File: config.mk
export PLATFORM = sky130hd
export DESIGN_NAME = ctrl_pipeline
export DESIGN_NICKNAME = d
export VERILOG_FILES = /design/src/rtl/ctrl_pkg.sv /design/src/rtl/ctrl_decode.sv /design/src/rtl/ctrl_pipeline.sv
export SDC_FILE = /design/constraint.sdc
export NUM_CORES = 1
export LEC_CHECK = 0
export CAP_MARGIN = 5
export CORE_UTILIZATION = 30
export CTS_CLUSTER_SIZE = 16
export DETAILED_ROUTE_END_ITERATION = 16
export PLACE_DENSITY = 0.71
export REMOVE_ABC_BUFFERS = 1
export SLEW_MARGIN = 15
export SYNTH_ARGS = -nofsm -noshare
export SYNTH_HDL_FRONTEND = slang
export SYNTH_SLANG_ARGS = --single-unit
File: constraint.sdc
create_clock -name clk -period 1.55 [get_ports clk]
set_input_delay 0.2325 -clock clk [delete_from_list [all_inputs] [get_ports clk]]
set_output_delay 0.2325 -clock clk [all_outputs]
set_load 0.05 [all_outputs]
File: src/rtl/ctrl_pkg.sv
// Shared encodings for the control pipeline: opcodes, ALU/immediate/writeback
// selects, forwarding selects and the decoded control bundle.
package ctrl_pkg;

  localparam logic [6:0] OpcLoad   = 7'b0000011;
  localparam logic [6:0] OpcStore  = 7'b0100011;
  localparam logic [6:0] OpcOp     = 7'b0110011;
  localparam logic [6:0] OpcOpImm  = 7'b0010011;
  localparam logic [6:0] OpcLui    = 7'b0110111;
  localparam logic [6:0] OpcAuipc  = 7'b0010111;
  localparam logic [6:0] OpcBranch = 7'b1100011;
  localparam logic [6:0] OpcJal    = 7'b1101111;
  localparam logic [6:0] OpcJalr   = 7'b1100111;

  localparam logic [6:0] Funct7MulDiv = 7'b0000001;
  localparam logic [2:0] Funct3Mul    = 3'b000;

  typedef enum logic [3:0] {
    AluAdd   = 4'd0,
    AluSub   = 4'd1,
    AluSll   = 4'd2,
    AluSlt   = 4'd3,
    AluSltu  = 4'd4,
    AluXor   = 4'd5,
    AluSrl   = 4'd6,
    AluSra   = 4'd7,
    AluOr    = 4'd8,
    AluAnd   = 4'd9,
    AluPassB = 4'd10,
    AluMul   = 4'd11
  } alu_sel_e;

  typedef enum logic [2:0] {
    ImmI = 3'b000,
    ImmS = 3'b001,
    ImmU = 3'b010,
    ImmB = 3'b011,
    ImmJ = 3'b100
  } imm_src_e;

  typedef enum logic [1:0] {
    DdMem = 2'b00,
    DdAlu = 2'b01,
    DdPc4 = 2'b10
  } ddata_sel_e;

  localparam logic [1:0] FwdRf  = 2'b00;
  localparam logic [1:0] FwdMem = 2'b10;
  localparam logic [1:0] FwdWb  = 2'b01;

  // asrc=1 selects PC as operand A; bsrc=1 selects the immediate as operand B.
  typedef struct packed {
    logic       regwen;
    logic       memwen;
    logic       memrd;
    logic       asrc;
    logic       bsrc;
    logic       branch;
    logic       jump;
    alu_sel_e   alusel;
    ddata_sel_e ddatasel;
  } ctrl_t;

  // SUB exists only in R-type; SRA/SRAI are both selected by bit 30.
  function automatic alu_sel_e alu_decode(logic [2:0] funct3, logic bit30, logic is_rtype);
    case (funct3)
      3'b000:  return (is_rtype && bit30) ? AluSub : AluAdd;
      3'b001:  return AluSll;
      3'b010:  return AluSlt;
      3'b011:  return AluSltu;
      3'b100:  return AluXor;
      3'b101:  return bit30 ? AluSra : AluSrl;
      3'b110:  return AluOr;
      default: return AluAnd;
    endcase
  endfunction

endpackage

File: src/rtl/ctrl_decode.sv
// Combinational instruction decoder for the ID stage.
module ctrl_decode
  import ctrl_pkg::*;
#(
  parameter int unsigned RA_W      = 5,
  parameter bit          MULDIV_EN = 1'b0
) (
  input  logic [31:0]     instr_i,
  output ctrl_t           ctrl_o,
  output logic            legal_o,
  output logic [2:0]      immsrc_o,
  output logic            use_rs1_o,
  output logic            use_rs2_o,
  output logic [RA_W-1:0] rd_o,
  output logic [RA_W-1:0] rs1_o,
  output logic [RA_W-1:0] rs2_o
);

  logic [6:0] opcode;
  logic [2:0] funct3;
  logic [6:0] funct7;
  logic       use_rs1, use_rs2;
  imm_src_e   immsrc;

  assign opcode = instr_i[6:0];
  assign funct3 = instr_i[14:12];
  assign funct7 = instr_i[31:25];

  // Opcode decode into the control bundle and register-usage flags.
  always_comb begin
    ctrl_o  = '0;
    legal_o = 1'b1;
    immsrc  = ImmI;
    use_rs1 = 1'b0;
    use_rs2 = 1'b0;
    case (opcode)
      OpcLoad: begin
        ctrl_o.regwen   = 1'b1;
        ctrl_o.memrd    = 1'b1;
        ctrl_o.bsrc     = 1'b1;
        ctrl_o.ddatasel = DdMem;
        use_rs1         = 1'b1;
      end
      OpcStore: begin
        ctrl_o.memwen = 1'b1;
        ctrl_o.bsrc   = 1'b1;
        immsrc        = ImmS;
        use_rs1       = 1'b1;
        use_rs2       = 1'b1;
      end
      OpcOp: begin
        ctrl_o.regwen   = 1'b1;
        ctrl_o.ddatasel = DdAlu;
        use_rs1         = 1'b1;
        use_rs2         = 1'b1;
        if (funct7 == Funct7MulDiv) begin
          // Only MUL of the M extension is implemented, and only when enabled.
          if (MULDIV_EN && funct3 == Funct3Mul) ctrl_o.alusel = AluMul;
          else                                  legal_o       = 1'b0;
        end else begin
          ctrl_o.alusel = alu_decode(funct3, instr_i[30], 1'b1);
        end
      end
      OpcOpImm: begin
        ctrl_o.regwen   = 1'b1;
        ctrl_o.bsrc     = 1'b1;
        ctrl_o.ddatasel = DdAlu;
        ctrl_o.alusel   = alu_decode(funct3, instr_i[30], 1'b0);
        use_rs1         = 1'b1;
      end
      OpcLui: begin
        ctrl_o.regwen   = 1'b1;
        ctrl_o.bsrc     = 1'b1;
        ctrl_o.alusel   = AluPassB;
        ctrl_o.ddatasel = DdAlu;
        immsrc          = ImmU;
      end
      OpcAuipc: begin
        ctrl_o.regwen   = 1'b1;
        ctrl_o.asrc     = 1'b1;
        ctrl_o.bsrc     = 1'b1;
        ctrl_o.ddatasel = DdAlu;
        immsrc          = ImmU;
      end
      OpcBranch: begin
        // ALU forms the target PC+imm; the comparison result arrives from EX.
        ctrl_o.branch = 1'b1;
        ctrl_o.asrc   = 1'b1;
        ctrl_o.bsrc   = 1'b1;
        immsrc        = ImmB;
        use_rs1       = 1'b1;
        use_rs2       = 1'b1;
      end
      OpcJal: begin
        ctrl_o.jump     = 1'b1;
        ctrl_o.regwen   = 1'b1;
        ctrl_o.asrc     = 1'b1;
        ctrl_o.bsrc     = 1'b1;
        ctrl_o.ddatasel = DdPc4;
        immsrc          = ImmJ;
      end
      OpcJalr: begin
        ctrl_o.jump     = 1'b1;
        ctrl_o.regwen   = 1'b1;
        ctrl_o.bsrc     = 1'b1;
        ctrl_o.ddatasel = DdPc4;
        use_rs1         = 1'b1;
      end
      default: legal_o = 1'b0;
    endcase
  end

  assign immsrc_o  = immsrc;
  // Illegal encodings must not create hazards.
  assign use_rs1_o = use_rs1 & legal_o;
  assign use_rs2_o = use_rs2 & legal_o;
  // Non-writing instructions report x0 so rd never aliases immediate bits.
  assign rd_o      = ctrl_o.regwen ? instr_i[7 +: RA_W] : '0;
  assign rs1_o     = instr_i[15 +: RA_W];
  assign rs2_o     = instr_i[20 +: RA_W];

endmodule

File: src/rtl/ctrl_pipeline.sv
// Control path of a 5-stage pipeline: ID/EX, EX/MEM, MEM/WB control registers,
// load-use stall, branch/jump flush and operand forwarding selects.
module ctrl_pipeline
  import ctrl_pkg::*;
#(
  parameter int unsigned RA_W      = 5,
  parameter bit          MULDIV_EN = 1'b0
) (
  input  logic            clk,
  input  logic            rst_n,
  input  logic            id_valid,
  input  logic [31:0]     id_instr,
  input  logic            ex_br_cond,
  output logic [2:0]      id_immsrc,
  output logic            ex_valid,
  output logic            ex_regwen,
  output logic            ex_memwen,
  output logic            ex_memrd,
  output logic            ex_asrc,
  output logic            ex_bsrc,
  output logic            ex_branch,
  output logic            ex_jump,
  output logic [3:0]      ex_alusel,
  output logic [RA_W-1:0] ex_rd,
  output logic [RA_W-1:0] ex_rs1,
  output logic [RA_W-1:0] ex_rs2,
  output logic            mem_valid,
  output logic            mem_regwen,
  output logic            mem_memwen,
  output logic [1:0]      mem_ddatasel,
  output logic [RA_W-1:0] mem_rd,
  output logic            wb_valid,
  output logic            wb_regwen,
  output logic [1:0]      wb_ddatasel,
  output logic [RA_W-1:0] wb_rd,
  output logic            pc_src,
  output logic            stall,
  output logic            flush_id,
  output logic [1:0]      fwd_a,
  output logic [1:0]      fwd_b,
  output logic            ex_illegal
);

  ctrl_t           dec_ctrl;
  logic            dec_legal, dec_use_rs1, dec_use_rs2;
  logic [RA_W-1:0] dec_rd, dec_rs1, dec_rs2;

  ctrl_decode #(
    .RA_W      (RA_W),
    .MULDIV_EN (MULDIV_EN)
  ) u_decode (
    .instr_i   (id_instr),
    .ctrl_o    (dec_ctrl),
    .legal_o   (dec_legal),
    .immsrc_o  (id_immsrc),
    .use_rs1_o (dec_use_rs1),
    .use_rs2_o (dec_use_rs2),
    .rd_o      (dec_rd),
    .rs1_o     (dec_rs1),
    .rs2_o     (dec_rs2)
  );

  logic            ex_valid_d, ex_valid_q, ex_illegal_d, ex_illegal_q;
  ctrl_t           ex_ctrl_d, ex_ctrl_q;
  logic [RA_W-1:0] ex_rd_d, ex_rd_q, ex_rs1_d, ex_rs1_q, ex_rs2_d, ex_rs2_q;
  logic            mem_valid_q, mem_regwen_q, mem_memwen_q;
  logic [1:0]      mem_ddatasel_q;
  logic [RA_W-1:0] mem_rd_q;
  logic            wb_valid_q, wb_regwen_q;
  logic [1:0]      wb_ddatasel_q;
  logic [RA_W-1:0] wb_rd_q;
  logic            load_use, mem_fwd_ok, wb_fwd_ok;

  // Redirect on a taken branch or any jump sitting in EX.
  assign pc_src = ex_valid_q & ((ex_ctrl_q.branch & ex_br_cond) | ex_ctrl_q.jump);

  // A load in EX whose result the ID instruction needs next cycle.
  assign load_use = ex_valid_q & ex_ctrl_q.memrd & (ex_rd_q != '0) & id_valid &
                    ((dec_use_rs1 & (dec_rs1 == ex_rd_q)) |
                     (dec_use_rs2 & (dec_rs2 == ex_rd_q)));

  // The flushed ID instruction is discarded anyway, so a flush cancels the stall.
  assign stall    = load_use & ~pc_src;
  assign flush_id = pc_src;

  // ID/EX next state: bubble on flush/stall, flagged bubble on illegal.
  always_comb begin
    ex_valid_d   = 1'b0;
    ex_illegal_d = 1'b0;
    ex_ctrl_d    = '0;
    ex_rd_d      = '0;
    ex_rs1_d     = '0;
    ex_rs2_d     = '0;
    if (pc_src || load_use) begin
      ex_valid_d = 1'b0;
    end else if (id_valid && !dec_legal) begin
      ex_illegal_d = 1'b1;
    end else if (id_valid) begin
      ex_valid_d = 1'b1;
      ex_ctrl_d  = dec_ctrl;
      ex_rd_d    = dec_rd;
      ex_rs1_d   = dec_rs1;
      ex_rs2_d   = dec_rs2;
    end
  end

  // Pipeline registers; EX/MEM and MEM/WB advance unconditionally.
  always_ff @(posedge clk or negedge rst_n) begin
    if (!rst_n) begin
      ex_valid_q     <= 1'b0;
      ex_illegal_q   <= 1'b0;
      ex_ctrl_q      <= '0;
      ex_rd_q        <= '0;
      ex_rs1_q       <= '0;
      ex_rs2_q       <= '0;
      mem_valid_q    <= 1'b0;
      mem_regwen_q   <= 1'b0;
      mem_memwen_q   <= 1'b0;
      mem_ddatasel_q <= '0;
      mem_rd_q       <= '0;
      wb_valid_q     <= 1'b0;
      wb_regwen_q    <= 1'b0;
      wb_ddatasel_q  <= '0;
      wb_rd_q        <= '0;
    end else begin
      ex_valid_q     <= ex_valid_d;
      ex_illegal_q   <= ex_illegal_d;
      ex_ctrl_q      <= ex_ctrl_d;
      ex_rd_q        <= ex_rd_d;
      ex_rs1_q       <= ex_rs1_d;
      ex_rs2_q       <= ex_rs2_d;
      mem_valid_q    <= ex_valid_q;
      mem_regwen_q   <= ex_ctrl_q.regwen;
      mem_memwen_q   <= ex_ctrl_q.memwen;
      mem_ddatasel_q <= ex_ctrl_q.ddatasel;
      mem_rd_q       <= ex_rd_q;
      wb_valid_q     <= mem_valid_q;
      wb_regwen_q    <= mem_regwen_q;
      wb_ddatasel_q  <= mem_ddatasel_q;
      wb_rd_q        <= mem_rd_q;
    end
  end

  assign mem_fwd_ok = mem_valid_q & mem_regwen_q & (mem_rd_q != '0);
  assign wb_fwd_ok  = wb_valid_q & wb_regwen_q & (wb_rd_q != '0);

  // Forwarding selects; the younger MEM result wins over WB.
  always_comb begin
    fwd_a = FwdRf;
    fwd_b = FwdRf;
    if (mem_fwd_ok && (mem_rd_q == ex_rs1_q))     fwd_a = FwdMem;
    else if (wb_fwd_ok && (wb_rd_q == ex_rs1_q))  fwd_a = FwdWb;
    if (mem_fwd_ok && (mem_rd_q == ex_rs2_q))     fwd_b = FwdMem;
    else if (wb_fwd_ok && (wb_rd_q == ex_rs2_q))  fwd_b = FwdWb;
  end

  assign ex_valid     = ex_valid_q;
  assign ex_illegal   = ex_illegal_q;
  assign ex_regwen    = ex_ctrl_q.regwen;
  assign ex_memwen    = ex_ctrl_q.memwen;
  assign ex_memrd     = ex_ctrl_q.memrd;
  assign ex_asrc      = ex_ctrl_q.asrc;
  assign ex_bsrc      = ex_ctrl_q.bsrc;
  assign ex_branch    = ex_ctrl_q.branch;
  assign ex_jump      = ex_ctrl_q.jump;
  assign ex_alusel    = ex_ctrl_q.alusel;
  assign ex_rd        = ex_rd_q;
  assign ex_rs1       = ex_rs1_q;
  assign ex_rs2       = ex_rs2_q;
  assign mem_valid    = mem_valid_q;
  assign mem_regwen   = mem_regwen_q;
  assign mem_memwen   = mem_memwen_q;
  assign mem_ddatasel = mem_ddatasel_q;
  assign mem_rd       = mem_rd_q;
  assign wb_valid     = wb_valid_q;
  assign wb_regwen    = wb_regwen_q;
  assign wb_ddatasel  = wb_ddatasel_q;
  assign wb_rd        = wb_rd_q;

endmodule
# Word level (Yosys, flattened, before mapping)
# Index checks and enable logic that the tools add are counted.
[classes] n_eq_ne=22 muxes=41 n_bitwise=18 n_reduce_logical=19
[op_table] operator="4-bit case mux with 7 select lines" count=2
[op_table] operator="5-bit two-way mux" count=10
[op_table] operator="13-bit two-way mux" count=3
[op_table] operator="5-bit equality test" count=6
[op_table] operator="7-bit by 6-bit equality test with 1-bit output, second input constant" count=3
[op_table] operator="7-bit equality test, second input constant" count=3
[op_table] operator="1-bit two-way mux" count=19
[op_table] operator="1-bit AND" count=15
[op_table] operator="5-bit nonzero test" count=3
[op_table] operator="7-bit by 5-bit equality test with 1-bit output, second input constant" count=2
[op_table] operator="3-bit case mux with 4 select lines" count=1
[op_table] operator="4-bit case mux with 3 select lines" count=1
[op_table] operator="3-bit equality test, second input constant" count=3
[op_table] operator="8-bit OR reduction" count=1
[op_table] operator="7-bit by 1-bit equality test with 1-bit output, second input constant" count=1
[op_table] operator="7-bit by 2-bit equality test with 1-bit output, second input constant" count=1
[op_table] operator="7-bit OR reduction" count=1
[op_table] operator="3-bit by 2-bit equality test with 1-bit output, second input constant" count=2
[op_table] operator="3-bit OR reduction" count=2
[op_table] operator="6-bit OR reduction" count=1
[op_table] operator="1-bit logical AND" count=5
[op_table] operator="2-bit two-way mux" count=2
[op_table] operator="4-bit two-way mux" count=1
[op_table] operator="2-bit case mux with 2 select lines" count=1
[op_table] operator="9 further kinds" count=11
[totals] register_bits=49 out_inout_bits=57 word_cells=123

# Logic depth before layout (Yosys ltp)
# Gate-level depths: netlist (run 1).
[logic_depth] depth_word=9 mapped_depth=8

# Modules after synthesis
# A second synthesis (run 1) with hierarchy kept.
[hier_totals] hier_cells=257 area_unflattened_um2=2556.2
[modules_own_cells] module="ctrl_pipeline" instances=1 cells_each=184 area_per_inst_um2=2087.0 seq_area_each_um2=1226.2
[modules_own_cells] module="ctrl_decode" instances=1 cells_each=73 area_per_inst_um2=469.2 seq_area_each_um2=0.0

# Worst setup path before layout (run 1)
# OpenSTA, ideal clock, no wires.
[synth_timing] path_kind="register to output" startpoint="register mem_rd_q[1] (netlist: mem_rd[1])" endpoint="output fwd_b[0]" t_arrival_ps=3361 setup_slack_ps=-2044 path_stages_with_launch=5 n_path_buf=0 cell_sequence="dfrtp_1 or4_1 o211ai_1 nor4_1 nor4_1"
[synth_between] elab_chain_len=4 elab_cells_between_ends=5
[synth_lines] item="from (decl)" line="ctrl_pipeline.sv:68" source="logic [RA_W-1:0] mem_rd_q;"
[synth_lines] item="from (signal assigned)" line="ctrl_pipeline.sv:136" source="mem_rd_q <= ex_rd_q;"
[synth_lines] item="5-bit nonzero test" line="ctrl_pipeline.sv:144" source="assign mem_fwd_ok = mem_valid_q & mem_regwen_q & (mem_rd_q != '0);"
[synth_lines] item="1-bit AND" line="ctrl_pipeline.sv:144"
[synth_lines] item="1-bit logical AND (*)" line="ctrl_pipeline.sv:153" source="if (mem_fwd_ok && (mem_rd_q == ex_rs2_q)) fwd_b = FwdMem;"
[synth_lines] item="2-bit two-way mux (*)" line="ctrl_pipeline.sv:153"
[synth_lines] item="to (decl)" line="ctrl_pipeline.sv:40" source="output logic [1:0] fwd_b,"
# Every way passes the cells marked *; elsewhere a longest branch is shown, timed or not.

# Worst setup path after layout (run 1)
[layout_timing] startpoint="register mem_rd_q[4] (netlist: mem_rd[4])" endpoint="output fwd_a[0]"
[layout_between] elab_chain_len=4 elab_cells_between_ends=5
[layout_lines] item="5-bit nonzero test" line="ctrl_pipeline.sv:144"
[layout_lines] item="1-bit AND" line="ctrl_pipeline.sv:144"
[layout_lines] item="1-bit logical AND (*)" line="ctrl_pipeline.sv:151" source="if (mem_fwd_ok && (mem_rd_q == ex_rs1_q)) fwd_a = FwdMem;"
[layout_lines] item="2-bit two-way mux (*)" line="ctrl_pipeline.sv:151"
[layout_lines] item="to (decl)" line="ctrl_pipeline.sv:39" source="output logic [1:0] fwd_a,"
# Marked as above.

==> results.tsv, run 1 <==
stage	metric	value	unit
layout	final_area	4720	µm²
synth	syn-instance-count	197	
worst_setup_path	critPathLaunch	mem_rd[4]$_DFF_PN0_	
placed_design	hpwl	5320	µm
detailed_routing	firstDrtPassIters	4	
floorplanning	rows	31	
detailed_routing	drc	0	
power	netSwitchingPower	0.000619	W
status	violations	setup timing	
worst_setup_path	critical_path_class	flop to output pin	
synth	async_reset_ff_share	100	%
floorplanning	core_area	7330	µm²
cts	numCtsBuffers	5	
grt	antenna_found_initial	0	
worst_setup_path	r2r_end	ex_rs2[4]$_DFF_PN0_	
sta	tightest_slew	0.972	ns
sta	relSlewSlack	35.2	%
synth	ys_warn_count	0	
power	p_seq_share	49.3	%
synth	synth-edff-count	0	
power	power.density	545	nW/µm²
floorplanning	initial_core_util	31.4	%
flow_run	maxCapViolations	0	
sta	finalCritPeriodShare	151	%
layout	nNetsFinal	408	
worst_setup_path	required	1.32	ns
worst_setup_path	cpMostUsedCell	buf_4	
power	swShare	24.1	%
synth	muxShareOfSynthArea	0.924	%
synth	synth_xor_area_share	12.2	%
placed_design	gp_congestion	0.852	
worst_setup_path	crit_chain	or4_4 -> o211ai_1 -> buf_4 -> buf_4 -> nor4_2 -> nor3_1 -> buf_4 -> buf_12	
sta	rsz0062_at_grt	yes	
power	p_leak	2.19	nW
cts	cts.clk_slew.worst_paths	0.09	ns
worst_setup_path	end_kind	output pin	
sta	setup-violations-final	33	
layout	synthToLayoutAreaGrowth	105	%
cts	cts_buffer_depth	2	
synth	ys_ff_latch	48	
grt	grt_use_total	19.7	%
power	clock_power_share	34.4	%
floorplanning	chipWidth	89.6	µm
status	status	finished, violations left	
cts	cts_root_buf	clkbuf_8	
detailed_routing	postRouteAntennaNets	0	
detailed_routing	wire_per_inst	15.7	µm
worst_setup_path	critPathArrivalTime	2.11	ns
cts	clock_latency	0.30	ns
power	ir_worst_vdd	313	µV
grt	gr-total-overflow	0	
synth	synth_top_family_by_area	simple AND/OR/NAND/NOR gates	
cts	cts_max_level	2	
grt	grt_start_max_net_pins	41	
worst_setup_path	crit_family	simple AND/OR/NAND/NOR gates	
cts	cts_tree	yes	
worst_setup_path	r2r_cells	10	
synth	synth.cell_area	2300	µm²
worst_setup_path	ff2ff_setup_slack	-0.60	ns
detailed_routing	wirelength	7420	µm
layout	n_antenna_cell	0	
layout	final_layout_size_suffix_gt1_share	57.4	%
worst_setup_path	cp_max_fo	2	
synth	yosysSeqAreaShare	52.2	%
grt	grt_pass1_vias	2454	
power	power_frac_comb	16.4	%
grt	grt_pass1_wl	11800	µm
synth	ys.flop_type	dfrtp_1	
sta	clock_skew	0.00636	ns
sta	slew_viol_final	0	
sta	tns	-18.19	ns
worst_setup_path	max_stage_delay	0.54	ns
placed_design	placed_cell_area	4040	µm²
floorplanning	die-area	8030	µm²
synth	synth-compound-area-share	6.58	%
placed_design	placement.io_buffers	92	
detailed_routing	routed-via-count	2241	
sta	fin_crit	2.34	ns
synth	synth_simple_gate_area_share	22.8	%
worst_setup_path	critPathSlowestCell	or4_4	
cts	cts_num_sinks	48	
detailed_routing	drt_iter0_drc	78	
sta	max_freq	0.428	GHz
sta	finalHoldViolations	0	
sta	setup_slack	-0.788	ns
worst_setup_path	crit_path_start_kind	flop	
synth	synthAdderAreaFrac	0	%
worst_setup_path	crit_buf_inv	4	
min_path	min_path_type	input port to async pin	
floorplanning	ioPinCount	93	
synth	synth.distinct_cells	39	
power	intPower	0.00195	W
power	p_total	0.00257	W
detailed_routing	viasPerCell	4.75	
synth	avgSynthCellArea	11.7	µm²
floorplanning	die_h	89.6	µm
worst_setup_path	worst_r2r_startpoint	ex_rd[4]$_DFF_PN0_	
## how the worst max path moves through the flow
stage / to / depth (start not counted)
2_1_floorplan: fwd_b[0] / 4
3_3_place_gp: stall / 7
3_5_place_dp: stall / 7
4_1_cts: fwd_b[0] / 7
5_1_grt: fwd_b[0] / 7
6_report: fwd_a[0] / 8
## Yosys cell counts, types with 2 or more instances
cell type	instances	area, µm²
a211oi_1	2	15.0
a21oi_1	2	10.0
a31oi_1	2	12.5
and3_1	2	12.5
buf_2	5	25.0
buf_4	5	37.5
buf_6	5	56.3
dfrtp_1	48	1200
nand2_1	9	33.8
nand3_1	7	35.0
nand4_1	2	12.5
nor2_1	7	26.3
nor3_1	11	55.1
nor3b_1	12	90.1
nor4_1	10	62.6
nor4b_1	8	70.1
o211ai_1	2	15.0
o21bai_1	2	15.0
o22a_1	2	17.5
or4_1	5	37.5
xnor2_1	11	96.3
xor2_1	21	184
## layout by cell type (no fill, tap or decap), drive strengths merged, types with 3 or more instances in the layout
master / count
nor3: 11
or4: 5
xnor2: 11
xor2: 21
clkdlybuf4s50: 26
dfrtp: 48
buf: 152
nand3: 7
nor2: 7
a21oi: 3
nand2: 9
clkbuf: 6
nor3b: 12
nor4b: 8
o211ai: 3
nor4: 11
## routing by layer
layer  track usage [%]  part of all wire (%)  up-vias
met5                 0                     0        -
met4              6.64                   1.7        0
met3              3.11                   4.3       14
met2              37.7                    56       78
met1              21.9                    38     1091
li1                  -                     -     1058
## what timing repair did
action	4_1_cts	5_1_grt
pin swaps	34	6
cloned	1	0
endpoints found under the hold margin	8	0
buffers inserted	16	4
endpoints found under the setup margin	39	39
hold buffers	1	0
gates resized for setup	90	17
## sequential cells by signal, summed over array words and instances (netlist names), 2 cells and up
register,flops
ex_rs1,5
mem_rd,5
ex_rs2,5
ex_ctrl_q,2
wb_rd,5
ex_alusel,4
ex_rd,5
wb_ddatasel,2
mem_ddatasel,2
## per-stage QoR
step / cells / utilization [%] / setup WS [ns] / hold WS [ns]
after global placement: 444 / 55.1 / -0.713 / 0.0998
final: 472 / 64.3 / -0.788 / 0.327
after global routing: 472 / 64.3 / -0.898 / 0.336
after CTS: 470 / 63.4 / -0.764 / 0.335
after detailed placement: 444 / 55.1 / -0.788 / 0.104
after floorplan: 182 / - / -2.04 / -0.0631
## cell families after synthesis
kind of cell           count (synthesis)
flip-flops                            48
AO/OA/AOI/OAI                         18
multiplexers                           2
buffers and inverters                 16
XOR/XNOR                              32
AND/OR/NAND/NOR                       81
## power by group through the flow
stage               registers, W   logic, W  clock network [W]
CTS                      0.00127   0.000407           0.000897
global placement         0.00129   0.000356                  0
detailed placement       0.00129   0.000364                  0
global route             0.00127   0.000451           0.000963
floorplan                0.00133  0.0000779                  0
finish                   0.00127   0.000422           0.000884
## layout make-up
| cell class | instances | area [µm²] |
|---|---|---|
| Fill cell | 518 | 2610 |
| Timing Repair Buffer | 183 | 1950 |
| Multi-Input combinational cell | 133 | 1330 |
| Sequential cell | 48 | 1200 |
| Tap cell | 99 | 124 |
| Clock buffer | 6 | 72.6 |
| Clock inverter | 2 | 35.0 |
| Inverter | 1 | 3.75 |
(Power assumes the default switching activity.)
==> inputs of run 2 (changes only) <==
--- a/config.mk
+++ b/config.mk
@@ -7,6 +7,7 @@
 export LEC_CHECK = 0
 export CAP_MARGIN = 5
 export CORE_UTILIZATION = 30
+export CTS_BUF_LIST = sky130_fd_sc_hd__clkbuf_4 sky130_fd_sc_hd__clkbuf_8
 export CTS_CLUSTER_SIZE = 16
 export DETAILED_ROUTE_END_ITERATION = 16
 export PLACE_DENSITY = 0.71
==> results.tsv, run 2 (synthesis results as in run 1) <==
stage	metric	value	unit
sta	finalCritPeriodShare	151	%
status	status	finished, violations left	
detailed_routing	drt_iter0_drc	74	
detailed_routing	firstDrtPassIters	4	
power	p_seq_share	49.0	%
worst_setup_path	critPathArrivalTime	2.10	ns
floorplanning	core_area	7330	µm²
grt	gr-total-overflow	0	
power	swShare	23.8	%
placed_design	placed_cell_area	4040	µm²
cts	cts_buffer_depth	2	
sta	setup_slack	-0.786	ns
flow_run	maxCapViolations	0	
layout	final-seq-area	1200	µm²
power	ir_worst_vdd	313	µV
power	power_frac_comb	16.3	%
worst_setup_path	critPathLaunch	mem_rd[4]$_DFF_PN0_	
power	intPower	0.00197	W
detailed_routing	wirelength	7420	µm
grt	grt_start_max_net_pins	41	
power	clock_power_share	34.7	%
cts	cts_root_buf	clkbuf_8	
layout	multi_input_area	1330	µm²
sta	holdWs	0.329	ns
layout	nNetsFinal	408	
cts	cts_tree	yes	
floorplanning	die_h	89.6	µm
cts	numCtsBuffers	5	
placed_design	placement.io_buffers	92	
layout	layout_common_cells	buf_4, dfrtp_1, buf_12	
sta	slew_viol_final	0	
detailed_routing	postRouteAntennaNets	0	
layout	n_antenna_cell	0	
floorplanning	die-area	8030	µm²
sta	max_freq	0.428	GHz
sta	tns	-18.11	ns
layout	final_common_cell	buf_4	
layout	fillers	519	
placed_design	hpwl	5320	µm
status	violations	setup timing	
cts	cts.clk_slew.worst_paths	0.09	ns
sta	tightest_slew	0.971	ns
detailed_routing	wire_per_inst	15.7	µm
sta	finalHoldViolations	0	
power	netSwitchingPower	0.000616	W
sta	setup-violations-final	33	
floorplanning	initial_core_util	31.4	%
placed_design	gp_congestion	0.852	
layout	final_layout_size_suffix_gt1_share	57.6	%
grt	grt_use_total	19.7	%
min_path	min_path_type	input port to async pin	
cts	clock_latency	0.30	ns
sta	clock_skew	0.00478	ns
layout	final_area	4720	µm²
placed_design	dp_cells	444	
worst_setup_path	required	1.32	ns
cts	cts_num_sinks	48	
worst_setup_path	end_kind	output pin	
floorplanning	rows	31	
sta	rsz0062_at_grt	yes	
sta	relSlewSlack	35.3	%
layout	synthToLayoutAreaGrowth	105	%
worst_setup_path	cp_max_fo	2	
power	power.density	548	nW/µm²
floorplanning	ioPinCount	93	
worst_setup_path	critical_path_class	flop to output pin	
detailed_routing	viasPerCell	4.74	
layout	final_cells	472	
detailed_routing	drc	0	
cts	cts_max_level	2	
worst_setup_path	crit_path_start_kind	flop	
grt	grt_pass1_vias	2455	
power	p_leak	2.19	nW
floorplanning	chipWidth	89.6	µm
grt	antenna_found_initial	0	
detailed_routing	routed-via-count	2236	
sta	fin_crit	2.34	ns
power	p_total	0.00259	W
grt	grt_pass1_wl	11800	µm
worst_setup_path	worst_r2r_startpoint	ex_rd[4]$_DFF_PN0_	
-- run 2: cell counts in the layout (fill, tap and decap cells not counted) --
No cell type changed its count.
-- run 2: critical path, cell delays in order, from the launching register on --
cell and delay [ns]:
dfrtp_1 0.39, or4_4 0.54, o211ai_1 0.19, buf_4 0.15, buf_4 0.10, nor4_2 0.04
nor3_1 0.13, buf_4 0.14, buf_12 0.12
-- run 2: per-layer routing --
| layer | share of wire [%] | wire (µm) | up-vias | track usage, % |
|---|---|---|---|---|
| met4 | 1.7 | 127 | 0 | 6.64 |
| met3 | 4.4 | 326 | 14 | 3.11 |
| met2 | 56 | 4180 | 80 | 37.9 |
| li1 | - | - | 1057 | - |
| met1 | 38 | 2780 | 1085 | 21.8 |
| met5 | 0 | 0 | - | 0 |
-- run 2: power by group through the flow --
stage | logic, W | registers, W | clock network, W
2_1_floorplan | 0.0000779 | 0.00133 | 0
3_3_place_gp | 0.000356 | 0.00129 | 0
3_5_place_dp | 0.000364 | 0.00129 | 0
4_1_cts | 0.000407 | 0.00127 | 0.000915
5_1_grt | 0.000450 | 0.00127 | 0.000980
6_report | 0.000421 | 0.00127 | 0.000898
-- run 2: layout make-up --
type                            count  share of cell area, %
Clock inverter                      2                  0.742
Timing Repair Buffer              183                   41.4
Clock buffer                        6                   1.62
Inverter                            1                 0.0795
Multi-Input combinational cell    133                   28.1
Sequential cell                    48                   25.5
Tap cell                           99                   2.62
-- run 2: metrics by stage --
step	setup slack [ns]	utilization, %
6_report	-0.786	64.4
5_1_grt	-0.898	64.4
4_1_cts	-0.764	63.4
3_5_place_dp	-0.788	55.1
3_3_place_gp	-0.713	55.1
2_1_floorplan	-2.04	-
-- run 2: final timing paths --
kind / slack (ns) / endpoint / cells after the start
min in group clk: 0.36 / ex_memrd$_DFF_PN0_ / 4
worst min register to register: 0.37 / mem_ddatasel[0]$_DFF_PN0_ / 0
worst max-delay path: -0.79 / fwd_a[0] / 8
worst min-delay path: 0.33 / wb_rd[4]$_DFF_PN0_ / 2
max in group asynchronous: 0.73 / ex_rd[1]$_DFF_PN0_ / 3
worst max register to register: -0.60 / ex_rs2[3]$_DFF_PN0_ / 10
-- run 2: timing repair --
item	4_1_cts	5_1_grt
gates resized for setup	90	17
pin swaps	34	6
hold endpoints to repair	8	0
setup endpoints to repair	39	39
cloned	1	0
buffers inserted	16	4
hold buffers	1	0
==> inputs of run 3 (changes only) <==
--- a/config.mk
+++ b/config.mk
@@ -5,12 +5,14 @@
 export SDC_FILE = /design/constraint.sdc
 export NUM_CORES = 1
 export LEC_CHECK = 0
+export ABC_AREA = 1
 export CAP_MARGIN = 5
 export CORE_UTILIZATION = 30
 export CTS_BUF_LIST = sky130_fd_sc_hd__clkbuf_4 sky130_fd_sc_hd__clkbuf_8
 export CTS_CLUSTER_SIZE = 16
 export DETAILED_ROUTE_END_ITERATION = 16
-export PLACE_DENSITY = 0.71
+export PLACE_DENSITY = 0.7
+export RECOVER_POWER = 50
 export REMOVE_ABC_BUFFERS = 1
 export SLEW_MARGIN = 15
 export SYNTH_ARGS = -nofsm -noshare
==> results.tsv, run 3 <==
stage	metric	value	unit
status	status	finished, violations left	
status	violations	setup timing	
synth	synth_area_leaders	dfrtp_1, nor2_4, nand2_1	
sta	setup_slack	-0.442	ns
synth	synth.distinct_cells	26	
detailed_routing	viasPerCell	4.36	
min_path	min_path_type	flop to flop	
grt	gr-total-overflow	0	
sta	finalHoldViolations	0	
grt	grt_start_max_net_pins	49	
synth	synth-edff-count	0	
layout	layout_common_cells	buf_4, dfrtp_1, nand2_1	
sta	slew_viol_final	0	
synth	yosysSeqAreaShare	47.7	%
placed_design	hpwl	5340	µm
worst_setup_path	critical_path_class	flop to output pin	
layout	final_layout_size_suffix_gt1_share	50.2	%
layout	nNetsFinal	493	
synth	ys_warn_count	0	
detailed_routing	wl_met1	2700	µm
layout	final_common_cell	buf_4	
sta	relSlewSlack	58.2	%
sta	fin_crit	1.99	ns
grt	grt_pass1_vias	2514	
detailed_routing	wirelength	7240	µm
sta	holdWs	0.360	ns
layout	final_cells	563	
cts	cts_root_buf	clkbuf_8	
floorplanning	die-area	8760	µm²
placed_design	gp_congestion	0.865	
layout	multi_input_area	1270	µm²
cts	cts_buffer_depth	2	
floorplanning	rows	33	
layout	post-route-util	58.1	%
detailed_routing	drc	0	
worst_setup_path	crit_path_start_kind	flop	
worst_setup_path	required	1.32	ns
flow_run	maxCapViolations	0	
cts	numCtsBuffers	5	
sta	clock_skew	0.00979	ns
detailed_routing	postRouteAntennaNets	0	
layout	synthToLayoutAreaGrowth	88.8	%
synth	async_reset_ff_share	100	%
layout	fillers	698	
synth	synth_top_area_share	47.7	%
power	power.density	535	nW/µm²
sta	max_freq	0.502	GHz
cts	cts_max_level	2	
worst_setup_path	end_kind	output pin	
floorplanning	core_area	8180	µm²
sta	setup-violations-final	34	
floorplanning	ioPinCount	93	
layout	final-seq-area	1200	µm²
power	ir_worst_vdd	340	µV
worst_setup_path	cp_max_fo	3	
detailed_routing	drt_iter0_drc	51	
synth	avgSynthCellArea	9.15	µm²
floorplanning	die_h	93.6	µm
synth	synth.cell_area	2520	µm²
placed_design	placement.io_buffers	92	
synth	synth_most_common_cell	nand2_1	
detailed_routing	firstDrtPassIters	4	
cts	clock_latency	0.30	ns
grt	grt_pass1_wl	11300	µm
cts	cts_tree	yes	
detailed_routing	wl_met3	449	µm
detailed_routing	wl_met2	4000	µm
floorplanning	chipWidth	93.6	µm
cts	cts.clk_slew.worst_paths	0.09	ns
synth	ys_ff_latch	48	
layout	n_antenna_cell	0	
cts	cts_num_sinks	48	
detailed_routing	routed-via-count	2457	
synth	yosysTopAreaCell	dfrtp_1	
floorplanning	initial_core_util	30.8	%
synth	ys.flop_type	dfrtp_1	
sta	tightest_slew	0.628	ns
synth	syn-instance-count	275	
detailed_routing	wire_per_inst	12.9	µm
grt	antenna_found_initial	0	
sta	rsz0062_at_grt	yes	
synth	synthTopCellsByCount	nand2_1, dfrtp_1, inv_1	
placed_design	dp_cells	528	
grt	grt_use_total	16.9	%
detailed_routing	top_layer_used	met4	
sta	finalCritPeriodShare	129	%
placed_design	dp_worst_setup_slack	-0.661	ns
power	p_leak	2.43	nW
worst_setup_path	critPathArrivalTime	1.76	ns
## run 3: changes by cell type after synthesis, moves of 5 or more
cell	before	now
nand2_1	9	51
inv_1	1	36
nor2_1	7	28
nor2_4	0	21
nor3b_1	12	0
xor2_1	21	10
nor4b_1	8	0
nand4_1	2	9
nor4_1	10	3
nand3_1	7	13
buf_2	5	0
buf_6	5	0
or4_1	5	0
## run 3: what timing repair did
| action | CTS | global route |
|---|---|---|
| setup buffers | 17 | 13 |
| hold buffers | 1 | 0 |
| endpoints found under the hold margin | 48 | 0 |
| pin swaps | 21 | 19 |
| endpoints found under the setup margin | 38 | 37 |
| resized for setup | 72 | 24 |
| cloned | 1 | 0 |
## run 3: final cells by class
cell class | count | share of cell area [%]
Tap cell | 105 | 2.76
Sequential cell | 48 | 25.3
Timing Repair Buffer | 182 | 39.7
Clock buffer | 6 | 1.61
Clock inverter | 2 | 0.737
Inverter | 40 | 3.29
Multi-Input combinational cell | 180 | 26.6
## run 3: worst paths after layout
| kind | startpoint | to | slack [ns] | cells after the start |
|---|---|---|---|---|
| max | ex_rd[1]$_DFF_PN0_ | stall | -0.44 | 12 |
| min | ex_ctrl_q[0]$_DFF_PN0_ | mem_ddatasel[0]$_DFF_PN0_ | 0.36 | 0 |
| max reg2reg | ex_rd[2]$_DFF_PN0_ | ex_rs1[4]$_DFF_PN0_ | -0.30 | 13 |
| min reg2reg | ex_ctrl_q[0]$_DFF_PN0_ | mem_ddatasel[0]$_DFF_PN0_ | 0.36 | 0 |
| max in group asynchronous | rst_n | mem_rd[2]$_DFF_PN0_ | 0.52 | 3 |
| min in group asynchronous | rst_n | wb_rd[2]$_DFF_PN0_ | 0.59 | 3 |
## run 3: where the power goes
group          leakage (nW)  internal (W)  total [W]  switching [W]
combinational          1.71      0.000183   0.000383       0.000200
sequential            0.666       0.00126    0.00127     0.00000919
clock                0.0586      0.000496   0.000889       0.000393
## run 3: per-stage QoR
stage	cell area, µm²	TNS (ns)	total power [W]
2_1_floorplan	2440	-19.94	0.00142
3_3_place_gp	4230	-14.41	0.00164
3_5_place_dp	4230	-16.18	0.00165
4_1_cts	4640	-3.92	0.00255
5_1_grt	4750	-12.56	0.00265
6_report	4750	-8.02	0.00254
## run 3: critical path, cell delays in order, from the launching register on
cell and delay (ns):
dfrtp_1 0.40, inv_2 0.06, nand2_2 0.06, nand2_2 0.05, nor2_2 0.10, nand2_1 0.06, nor2_1 0.12, nand2_1 0.06
nand2_1 0.07, nand2_2 0.08, nor3_4 0.15, buf_6 0.13, buf_12 0.12
## run 3: metal layers
layer	up-vias	global-route usage [%]
met5	-	0
met4	0	5.00
li1	1216	-
met3	10	5.45
met1	1147	17.8
met2	84	31.9
## run 3: logic make-up (layout without fill, tap and decap cells)
logic type | count (synthesis) | count (layout) | synth area share [%]
buffers and inverters | 47 | 230 | 9.20
and+or+nand+nor | 146 | 146 | 32.7
DFF | 48 | 48 | 47.7
xor gates and xnor gates | 21 | 21 | 7.31
AOI/OAI and AO/OA | 13 | 13 | 3.08
